File: src/rtl/serial_adder.sv
// serial_adder: bit-serial adder/subtractor built around one full-adder stage
// and a registered carry. One result bit is produced per clock; operands and
// mode are captured on a start/ready handshake and the result is published
// with a one-cycle done pulse.
//
// state | meaning
// ------+---------------------------------------------------------------
// IDLE  | waiting for start; ready=1, last result held on sum/cout/overflow
// RUN   | one result bit per cycle, LSB first; busy=1, start ignored
module serial_adder #(
    parameter int WIDTH = 8
) (
    input  logic             clk,
    input  logic             rst,
    input  logic             start,
    input  logic [WIDTH-1:0] a,
    input  logic [WIDTH-1:0] b,
    input  logic             cin,
    input  logic             sub,
    output logic             ready,
    output logic             busy,
    output logic             done,
    output logic [WIDTH-1:0] sum,
    output logic             cout,
    output logic             overflow
);

    localparam int CW = (WIDTH > 1) ? $clog2(WIDTH) : 1;
    localparam logic [CW-1:0] LAST_CNT = CW'(WIDTH - 1);

    typedef enum logic {
        IDLE = 1'b0,
        RUN  = 1'b1
    } state_t;

    state_t           state;
    state_t           state_nxt;
    logic             load;
    logic             step;
    logic             last;

    logic [WIDTH-1:0] sa;
    logic [WIDTH-1:0] sb;
    logic [WIDTH-1:0] sr;
    logic             c;
    logic [CW-1:0]    cnt;

    logic             s_bit;
    logic             c_nxt;

    // Single full-adder stage on the current LSBs and the carry register.
    assign s_bit = sa[0] ^ sb[0] ^ c;
    assign c_nxt = (sa[0] & sb[0]) | (sb[0] & c) | (sa[0] & c);

    // State register.
    always_ff @(posedge clk) begin
        if (rst) begin
            state <= IDLE;
        end else begin
            state <= state_nxt;
        end
    end

    // Next-state decode and datapath strobes.
    always_comb begin
        state_nxt = state;
        load      = 1'b0;
        step      = 1'b0;
        last      = 1'b0;
        case (state)
            IDLE: begin
                if (start) begin
                    load      = 1'b1;
                    state_nxt = RUN;
                end
            end
            RUN: begin
                step = 1'b1;
                if (cnt == LAST_CNT) begin
                    last      = 1'b1;
                    state_nxt = IDLE;
                end
            end
            default: state_nxt = IDLE;
        endcase
    end

    // Operand shift registers, carry, partial result and bit counter.
    // Subtraction is folded into the load: ~b with a carry-in of 1.
    always_ff @(posedge clk) begin
        if (rst) begin
            sa  <= '0;
            sb  <= '0;
            sr  <= '0;
            c   <= 1'b0;
            cnt <= '0;
        end else if (load) begin
            sa  <= a;
            sb  <= sub ? ~b : b;
            c   <= sub ? 1'b1 : cin;
            cnt <= '0;
        end else if (step) begin
            sa  <= sa >> 1;
            sb  <= sb >> 1;
            sr  <= {s_bit, sr[WIDTH-1:1]};
            c   <= c_nxt;
            cnt <= last ? '0 : cnt + 1'b1;
        end
    end

    // Result registers: updated only on the final bit so partial sums never leak.
    always_ff @(posedge clk) begin
        if (rst) begin
            sum      <= '0;
            cout     <= 1'b0;
            overflow <= 1'b0;
            done     <= 1'b0;
        end else begin
            done <= 1'b0;
            if (last) begin
                sum      <= {s_bit, sr[WIDTH-1:1]};
                cout     <= c_nxt;
                overflow <= c ^ c_nxt;
                done     <= 1'b1;
            end
        end
    end

    // Handshake flags decode straight from the state flop.
    assign ready = (state == IDLE);
    assign busy  = (state == RUN);

endmodule

File: config.mk
export PLATFORM = sky130hd
export DESIGN_NAME = serial_adder
export DESIGN_NICKNAME = d
export VERILOG_FILES = /design/src/rtl/serial_adder.sv
export SDC_FILE = /design/constraint.sdc
export NUM_CORES = 1
export LEC_CHECK = 0
export CAP_MARGIN = 40
export CORE_ASPECT_RATIO = 1.75
export CORE_MARGIN = 2
export CORE_UTILIZATION = 48
export CTS_BUF_LIST = sky130_fd_sc_hd__clkbuf_4
export DETAILED_ROUTE_END_ITERATION = 16
export GPL_TIMING_DRIVEN = 0
export PLACE_DENSITY = 0.78
export SLEW_MARGIN = 20
export SYNTH_ARGS = -nofsm -noshare
export SYNTH_HDL_FRONTEND = slang
export SYNTH_SLANG_ARGS = --single-unit
File: constraint.sdc
create_clock -name clk -period 1.4 [get_ports clk]
set_input_delay 0.35 -clock clk [delete_from_list [all_inputs] [get_ports clk]]
set_output_delay 0.35 -clock clk [all_outputs]
set_load 0.05 [all_outputs]
==> impl_metrics.json <==
{
  "rsz0062_at_grt": "true",
  "numPortBuffers": 32,
  "p_leak_nw": 0.890,
  "cp_slowest_cell": "dfxtp_4",
  "avgSynthCellArea_sq_um": 10.1,
  "async_reset_ff_share_pct": 0,
  "cts-buffers-inserted": 5,
  "cts_root_buf": "clkbuf_4",
  "relSlewSlack_pct": 69.6,
  "ant_nets": 0,
  "startpoint_type": "flip-flop",
  "synth_top_area_share_pct": 43.8,
  "pwr-share-seq_pct": 55.2,
  "post-place-ws_ns": -0.449,
  "status": "finished with violations",
  "grt_antenna_before_repair": 0,
  "syn_to_final_growth_pct": 26.6,
  "finalHoldViolations": 0,
  "boundaryPins": 34,
  "cts_tree": "built",
  "criticalPathCategory": "reg -> out",
  "clock_latency_ns": 0.34,
  "wl_per_cell_um": 15.0,
  "most-common-layout-cells": "dfxtp_1 (37), clkdlybuf4s50_1 (18), mux2i_1 (15), buf_2 (15), a21oi_1 (13)",
  "synth_flop_cell": "dfxtp_1",
  "p_sw_mw": 0.578,
  "grt_use_total_pct": 20.8,
  "finClkSkew_ns": 0.0104,
  "internal-power_mw": 1.59,
  "layout.cells.non_filler": 267,
  "hold_class": "in -> reg",
  "start_util_pct": 49.6,
  "fin_util_pct": 62.8,
  "fp.dieW_um": 50.1,
  "globalplace.congestion": 0.753,
  "fin_ws_ns": -0.00258,
  "power_density_nw_per_um2": 961,
  "syn_nets": 201,
  "drt_iter0_drc": 14,
  "row_count": 29,
  "r2r_setup_slack_ns": 0.06,
  "grt_max_degree": 12,
  "cp_top_family": "flip-flops",
  "timing.final.crit_share_pct": 100,
  "tns_ns": -0.00258,
  "overflow": 0,
  "grt_pass1_vias": 1488,
  "synth_edf_count": 0,
  "design_area_sq_um": 2260,
  "clkSlewWorstSetupHoldPaths_ns": 0.12,
  "hold_depth": 3,
  "syn-cell-area_sq_um": 1780,
  "core_area_sq_um": 3590,
  "yosysSeqAreaShare_pct": 43.8,
  "placedCellCount": 255,
  "required_ns": 1.05,
  "p_total_mw": 2.17,
  "num-nets-final": 244,
  "startpoint": "busy",
  "dp_hpwl_mm": 2.92,
  "netlist_top_cells_area": "dfxtp_1 (44%), mux2i_1 (8.4%), a21bo_2 (5.1%)",
  "violations": "negative setup slack",
  "setup_viol": 1,
  "ys_seq_elements": 39,
  "rr_worst_depth": 4,
  "crit_buf_inv": 3,
  "min_period_ns": 1.40,
  "crit_chain": "buf_8 -> clkinv_8 -> buf_12",
  "drv_slew": 0,
  "dpl_cell_area_sq_um": 2160,
  "vias_per_cell": 5.40,
  "cts_sinks": 39,
  "cpPeakStageDelay_ns": 0.39,
  "drive_gt1_share_pct": 24.9,
  "worstHoldStart": "sub",
  "hold_slack_ns": 0.397,
  "worstMarginPinSlew_ns": 0.456,
  "fmaxAchievable_mhz": 713,
  "htree_levels": 2,
  "crit_fanout": 5,
  "cts_buffer_depth": 2,
  "p_sw_share_pct": 26.6,
  "vias": 1442,
  "cp.arrival_ns": 1.05,
  "synth.distinct_cells": 28,
  "drtPass1Iterations": 4,
  "synth_cells": 177,
  "drc": 0,
  "layout_commonest_cell": "dfxtp_1",
  "worst_setup_path_end_kind": "output pin",
  "yosysTopAreaCell": "dfxtp_1",
  "worst-path-stages": 3,
  "ir_drop_mv": 0.759,
  "dieArea_sq_um": 4240,
  "fp.dieH_um": 84.6,
  "grt_pass1_wl_mm": 6.74,
  "p_comb_share_pct": 17.4,
  "wl_mm": 4.01,
  "r2r-start": "busy",
  "yosysWarnings": 0,
  "drv_cap": 0,
  "n_antenna_cell": 0,
  "clockPowerShare_pct": 27.4
}
==> tightest hold or removal path, delay by kind of cell <==
kind	cells	cell delay, ns
buf+inv	1	0.13
compound gates	1	0.15
xor+xnor	1	0.07
==> kinds of logic after synthesis <==
| family | count (synthesis) | share of synthesized area (%) |
|---|---|---|
| simple gates | 53 | 17.6 |
| xor+xnor | 9 | 4.42 |
| mux | 15 | 8.42 |
| fa+ha+maj | 3 | 2.53 |
| buf+inv | 18 | 6.38 |
| compound gates | 40 | 16.8 |
| flops | 39 | 43.8 |
==> power by group through the flow <==
stage          Combinational (mW)  Clock, mW  Sequential [mW]
6_report                    0.378      0.595             1.20
5_1_grt                     0.409      0.651             1.20
4_1_cts                     0.366      0.618             1.20
3_5_place_dp                0.343          0             1.22
3_3_place_gp                0.330          0             1.22
2_1_floorplan               0.217          0             1.22
==> cell type report <==
type,count,area [sq um]
clock inverter,1,5.00
fill,307,1340
tap,46,57.6
clock buffer,7,52.6
multi-input combinational,120,907
inverter,1,16.3
sequential,39,786
buffer,17,130
timing repair buffer,36,303
==> Yosys cell counts (2+ instances only) <==
library cell / instances
a211oi_1: 7
nand2b_1: 2
clkbuf_1: 4
nor2b_1: 7
a21bo_2: 9
or3b_1: 5
mux2i_1: 15
buf_6: 4
nand3b_1: 2
ha_1: 2
buf_2: 6
dfxtp_1: 39
o221ai_1: 7
buf_4: 2
xnor2_1: 9
nand2_1: 9
or4b_1: 7
a21oi_1: 14
nand3_1: 9
nor2_1: 10
==> worst paths after layout <==
| path | to |
|---|---|
| worst max-delay path | ready |
| worst min-delay path | sb[3] |
| worst max register to register | sb[6] |
| worst min register to register | sum[0] |
==> metal layers <==
| layer | part of all wire, % | vias to the layer above | track usage [%] |
|---|---|---|---|
| met5 | 0 | - | 0 |
| met4 | 1.7 | 0 | 9.34 |
| met3 | 2.6 | 6 | 3.91 |
| met2 | 56 | 23 | 37.6 |
| met1 | 40 | 688 | 22.6 |
| li1 | - | 725 | - |
==> sequential cells by signal (all words and copies together) (netlist names) <==
signal    count
cnt           3
sb            8
sr            7
cout          1
overflow      1
c             1
sa            8
busy          1
done          1
sum           8
==> what timing repair did <==
action / 4_1_cts / 5_1_grt
gates resized for setup: 77 / 12
setup endpoints to repair: 24 / 29
buffers inserted: 2 / 2
pin swaps: 0 / 0
hold buffers: 0 / 0
Note: power is estimated with default switching activity, not from simulation.
